`src/rtl/add_result_accum_pkg.sv`:
```
// Shared types and defaults for the adder result accumulator.
package add_result_accum_pkg;

    localparam int DEF_WIDTH = 64;
    localparam int DEF_GUARD = 8;
    localparam int DEF_CNT_W = 8;

    typedef enum logic [1:0] {
        ST_IDLE  = 2'd0,
        ST_ACCUM = 2'd1,
        ST_HOLD  = 2'd2
    } state_e;

endpackage

```
`src/rtl/add_result_accum_sat_counter.sv`:
```
// Saturating up-counter with synchronous clear; sat_hit flags an increment lost at max.
module add_result_accum_sat_counter #(
    parameter int CNT_W = 8
) (
    input  logic             clk,
    input  logic             rst_n,
    input  logic             inc,
    input  logic             clr,
    output logic [CNT_W-1:0] cnt,
    output logic             sat_hit
);

    localparam logic [CNT_W-1:0] MAX = '1;

    logic [CNT_W-1:0] cnt_q, cnt_d;

    assign sat_hit = inc && (cnt_q == MAX);
    assign cnt     = cnt_q;

    always_comb begin
        cnt_d = cnt_q;
        if (clr) begin
            cnt_d = '0;
        end else if (inc && (cnt_q != MAX)) begin
            cnt_d = cnt_q + 1'b1;
        end
    end

    always_ff @(posedge clk or negedge rst_n) begin
        if (!rst_n) begin
            cnt_q <= '0;
        end else begin
            cnt_q <= cnt_d;
        end
    end

endmodule

```
`src/rtl/add_result_accum.sv`:
```
// Accumulates a burst of {Co,S} adder results and presents the total on a valid/ready port.
//  state    | meaning
//  ST_IDLE  | registers clear, waiting for first beat of a burst
//  ST_ACCUM | mid-burst, absorbing beats until in_last
//  ST_HOLD  | total presented, input stalled until out handshake
module add_result_accum
    import add_result_accum_pkg::*;
#(
    parameter  int WIDTH = DEF_WIDTH,
    parameter  int GUARD = DEF_GUARD,
    parameter  int CNT_W = DEF_CNT_W,
    localparam int AW    = WIDTH + GUARD
) (
    input  logic             clk,
    input  logic             rst_n,
    input  logic             in_valid,
    output logic             in_ready,
    input  logic [WIDTH-1:0] in_sum,
    input  logic             in_cout,
    input  logic             in_last,
    output logic             out_valid,
    input  logic             out_ready,
    output logic [AW-1:0]    out_acc,
    output logic [CNT_W-1:0] out_count,
    output logic [CNT_W-1:0] out_carry_cnt,
    output logic             out_ovf
);

    state_e        state_q, state_d;
    logic [AW-1:0] acc_q, acc_d;
    logic          ovf_q, ovf_d;
    logic          in_ready_q, in_ready_d;
    logic          out_valid_q, out_valid_d;
    logic          beat, done;
    logic [AW:0]   acc_sum;
    logic          cnt_sat, carry_sat;

    assign beat    = in_valid && in_ready_q;
    assign done    = out_valid_q && out_ready;
    // Top bit of acc_sum is the carry out of the AW-bit accumulator add.
    assign acc_sum = {1'b0, acc_q} + (AW+1)'({in_cout, in_sum});

    always_comb begin
        state_d = state_q;
        acc_d   = acc_q;
        ovf_d   = ovf_q;
        case (state_q)
            ST_IDLE, ST_ACCUM: begin
                if (beat) begin
                    acc_d   = acc_sum[AW-1:0];
                    ovf_d   = ovf_q | acc_sum[AW] | cnt_sat | carry_sat;
                    state_d = in_last ? ST_HOLD : ST_ACCUM;
                end
            end
            ST_HOLD: begin
                if (done) begin
                    state_d = ST_IDLE;
                    acc_d   = '0;
                    ovf_d   = 1'b0;
                end
            end
            default: state_d = ST_IDLE;
        endcase
        in_ready_d  = (state_d != ST_HOLD);
        out_valid_d = (state_d == ST_HOLD);
    end

    always_ff @(posedge clk or negedge rst_n) begin
        if (!rst_n) begin
            state_q     <= ST_IDLE;
            acc_q       <= '0;
            ovf_q       <= 1'b0;
            in_ready_q  <= 1'b0;
            out_valid_q <= 1'b0;
        end else begin
            state_q     <= state_d;
            acc_q       <= acc_d;
            ovf_q       <= ovf_d;
            in_ready_q  <= in_ready_d;
            out_valid_q <= out_valid_d;
        end
    end

    add_result_accum_sat_counter #(.CNT_W(CNT_W)) u_beat_cnt (
        .clk     (clk),
        .rst_n   (rst_n),
        .inc     (beat),
        .clr     (done),
        .cnt     (out_count),
        .sat_hit (cnt_sat)
    );

    add_result_accum_sat_counter #(.CNT_W(CNT_W)) u_carry_cnt (
        .clk     (clk),
        .rst_n   (rst_n),
        .inc     (beat && in_cout),
        .clr     (done),
        .cnt     (out_carry_cnt),
        .sat_hit (carry_sat)
    );

    assign in_ready  = in_ready_q;
    assign out_valid = out_valid_q;
    assign out_acc   = acc_q;
    assign out_ovf   = ovf_q;

endmodule

```
`config.mk`:
```
export PLATFORM = sky130hd
export DESIGN_NAME = add_result_accum
export DESIGN_NICKNAME = d
export VERILOG_FILES = /design/src/rtl/add_result_accum_pkg.sv /design/src/rtl/add_result_accum_sat_counter.sv /design/src/rtl/add_result_accum.sv
export SDC_FILE = /design/constraint.sdc
export NUM_CORES = 1
export LEC_CHECK = 0
export BUFFER_PORTS_ARGS = -buffer_cell sky130_fd_sc_hd__buf_2
export CAP_MARGIN = 20
export CORE_ASPECT_RATIO = 1.4
export CORE_UTILIZATION = 47
export DETAILED_ROUTE_END_ITERATION = 6
export PLACE_DENSITY_LB_ADDON = 0.12
export SLEW_MARGIN = 20
export SYNTH_ARGS = -nofsm -noshare
export SYNTH_HDL_FRONTEND = slang
export SYNTH_SLANG_ARGS = --single-unit
```
`constraint.sdc`:
```
create_clock -name clk -period 5.3 [get_ports clk]
set_input_delay 0.795 -clock clk [delete_from_list [all_inputs] [get_ports clk]]
set_output_delay 0.795 -clock clk [all_outputs]
set_load 0.05 [all_outputs]
```
==> reports/metrics.cfg <==
[sta]
worst-slew-pin-transition_ns=0.843
finalWorstPathRequiredPeriod_ns=3.56
final.setup.tns_ns=0
setup_repair_after_global_routing_missed_its_margin=false
final-setup-viol-count=0
timing.fmax_mhz=281
skew_ns=0.0137
max_slew_violation_count=0
slew_headroom_pct=43.7
hold_violations=0
final.period_utilization_pct=67.1
setup_ws_ns=1.74

[floorplan]
initial_utilization_pct=48.1
floorplan.die.height_um=152
num_rows=54
fp.coreArea_sq_um=15600
num_io_pins=161
design.die.area_sq_um=16500
die_width_um=109

[synth]
syn_nets=1053
postSynthCellCount=915
syn-mean-instance-area_sq_um=8.21
synth-warning-count=0
synth-seq-area-share_pct=31.0
synth_seq_cells=93
synthDistinctLibCells=68
count_of_flip_flops_with_a_built_in_enable_after_synthesis=0
ys.flop_type=dfrtp_1
ys_async_sr_fraction_pct=100
mappedNetlistArea_sq_um=7510

[min_path]
min_path_type=input pin to asynchronous set/reset pin

[grt]
gr-total-overflow=0
first_pass_grt_wire_length_um=33000
global_route.usage.met2_pct=44.6
grt_usage_pct=25.4
first_global_vias=6834
grtUsageMet1_pct=31.3
grt_start_max_net_pins=65
grt-busiest-layer=met2
grt_antenna_before_repair=1
use_met3_pct=3.38

[pwr]
design_power_total_mw=6.22
power.density_nw_per_um2=714
power.ir.vdd_worst_v=0.000344
leakage_power_of_the_design_nw=4.25

[drt]
dr.first_iter.drc_count=348
antenna_left=0
wl_per_cell_um=16.6
vias=7115
drt_wl_total_um=20500
via_per_inst=5.75
drt_first_pass_iters=5
post-route-drc-count=0

[cts]
cts-htree-levels=3
ctsHoldBuffers=0
postCtsResizedCells=0
clockRootBuffer=clkbuf_16
clock_tree_from_tritoncts=built
cts.reportedPaths.clkPinSlew_ns=0.07
post_cts_buffers=0
clock_insertion_delay_worst_skew_ns=0.36
clock_path_buffers=2
cts_sinks=93
numCtsBuffers=9

[finish]
final.fill_count=1506
multi_input_comb_area_sq_um=4900
post_route_cells_drive_above_1_share_pct=19.4
final_util_pct=55.8
finalNetCount=1174
areaGrowthSynthToFinish_pct=16.0
antenna-diode-count=0
register_area_sq_um=2330

[placed_design]
port_buffers=160
place_ws_ns=1.36
dpl.hpwl_um=15500
gp_congestion=0.848

[run_status]
run_status=complete, no violations

[worst_setup_path]
worstPathRequired_ns=5.53
crit_path_dat_ns=3.79
endpoint_kind=flip-flop
setup.worst_path.start_class=input pin
setup.worst_path.class=input pin to flip-flop
cp_max_fo=6

[run]
timing.max_cap.violations=0

==> layer usage <==
| layer | wire [um] | up-vias | part of all wire (%) |
|---|---|---|---|
| met5 | 0 | - | 0 |
| met4 | 471 | 0 | 2.3 |
| met3 | 839 | 31 | 4.1 |
| met1 | 9060 | 3340 | 44 |
| li1 | - | 3553 | - |
| met2 | 10100 | 191 | 49 |
==> critical path, stage by stage <==
cell and delay [ns]:
buf_2 0.08, ha_1 0.18, inv_1 0.07, fa_1 0.39, nor2b_1 0.18, o211ai_1 0.17
a21o_1 0.23, a2111oi_2 0.39, o21ai_1 0.22, a21oi_1 0.24, o31ai_1 0.16, o31a_1 0.38
o211ai_1 0.20, o31ai_1 0.10
==> metrics by stage <==
step	instances	hold WS, ns	instance area, sq um
floorplan	915	0.472	7510
global placement	1221	0.483	8380
detailed placement	1221	0.496	8380
CTS	1237	0.511	8710
global route	1237	0.529	8710
finish	1237	0.499	8710
==> where the power goes <==
part / internal, mW / switching (mW)
clock: 0.441 / 0.304
sequential: 1.00 / 0.257
combinational: 1.36 / 2.86
total: 2.80 / 3.42
==> synth_stat cells, types with 3 or more instances <==
master | number | area [sq um]
a221oi_1 | 3 | 26.3
nor2b_1 | 6 | 37.5
nand4_1 | 23 | 144
or4_1 | 4 | 30.0
a211oi_1 | 5 | 37.5
nand2b_1 | 4 | 25.0
mux2i_1 | 4 | 40.0
a22o_1 | 3 | 26.3
o31ai_1 | 14 | 105
xnor2_1 | 30 | 263
nand2_1 | 129 | 484
nor3_1 | 3 | 15.0
and3_1 | 10 | 62.6
o21ai_1 | 5 | 25.0
o21a_1 | 8 | 60.1
or2_2 | 4 | 25.0
o2111ai_1 | 3 | 26.3
o21ai_0 | 97 | 485
dfrtp_1 | 93 | 2330
inv_1 | 21 | 78.8
a21oi_1 | 82 | 410
nor2_1 | 56 | 210
or3_1 | 5 | 31.3
nand3_1 | 19 | 95.1
buf_2 | 9 | 45.0
o21bai_1 | 11 | 82.6
a31oi_1 | 15 | 93.8
clkbuf_1 | 40 | 150
ha_1 | 67 | 838
xor2_1 | 41 | 359
a21o_1 | 38 | 285
o211ai_1 | 11 | 82.6
==> cell families (layout without fill, tap and decap cells) <==
kind of cell	Yosys count	after routing	share of synthesized area, %
AO/OA/AOI/OAI	327	327	27.7
XOR/XNOR	71	71	8.28
buffers and inverters	74	200	3.88
AND/OR/NAND/NOR	278	278	17.2
flip-flops	93	93	31.0
multiplexers	4	4	0.533
adder cells (fa/ha/maj)	68	68	11.4
==> registers in the layout, summed over array words and instances, names as in the netlist <==
name             flops
u_beat_cnt.cnt       8
out_valid            1
out_acc             72
in_ready             1
state_q              2
out_ovf              1
u_carry_cnt.cnt      8
==> cell type report <==
class | instances | share of cell area [%]
clock buffers | 11 | 2.90
clock inverters | 5 | 0.934
inverters | 21 | 0.905
multi-input cells | 748 | 56.3
flip-flops and latches | 93 | 26.7
well taps | 196 | 2.81
repair buffers | 163 | 9.48
==> final timing paths <==
check	from	end	slack, ns	depth (start not counted)
worst max-delay path	in_sum[0]	out_acc[68]$_DFFE_PN0P_	1.74	14
worst min-delay path	rst_n	out_acc[14]$_DFFE_PN0P_	0.50	1
worst max register to register	out_acc[0]$_DFFE_PN0P_	out_acc[68]$_DFFE_PN0P_	1.87	13
worst min register to register	out_acc[25]$_DFFE_PN0P_	out_acc[25]$_DFFE_PN0P_	0.50	2
max in group asynchronous	rst_n	out_acc[58]$_DFFE_PN0P_	3.74	2
min in group clk	out_acc[25]$_DFFE_PN0P_	out_acc[25]$_DFFE_PN0P_	0.50	2
==> cell usage in the layout (no fill, tap or decap), drive strengths merged, types with 8 or more instances in the layout <==
cell    Yosys  final
inv        21     22
ha         67     67
and3       10     10
buf        11    163
xnor2      30     30
o211ai     11     11
dfrtp      93     93
o21ai     104    104
o21bai     11     11
nor2       57     57
a21o       38     38
a21oi      84     84
a31oi      15     15
xor2       41     41
nand2     130    130
o21a        8      8
o31ai      14     14
nand3      21     21
nand4      23     23
clkbuf     42     11
No activity file was read; power rests on OpenSTA's default activity.
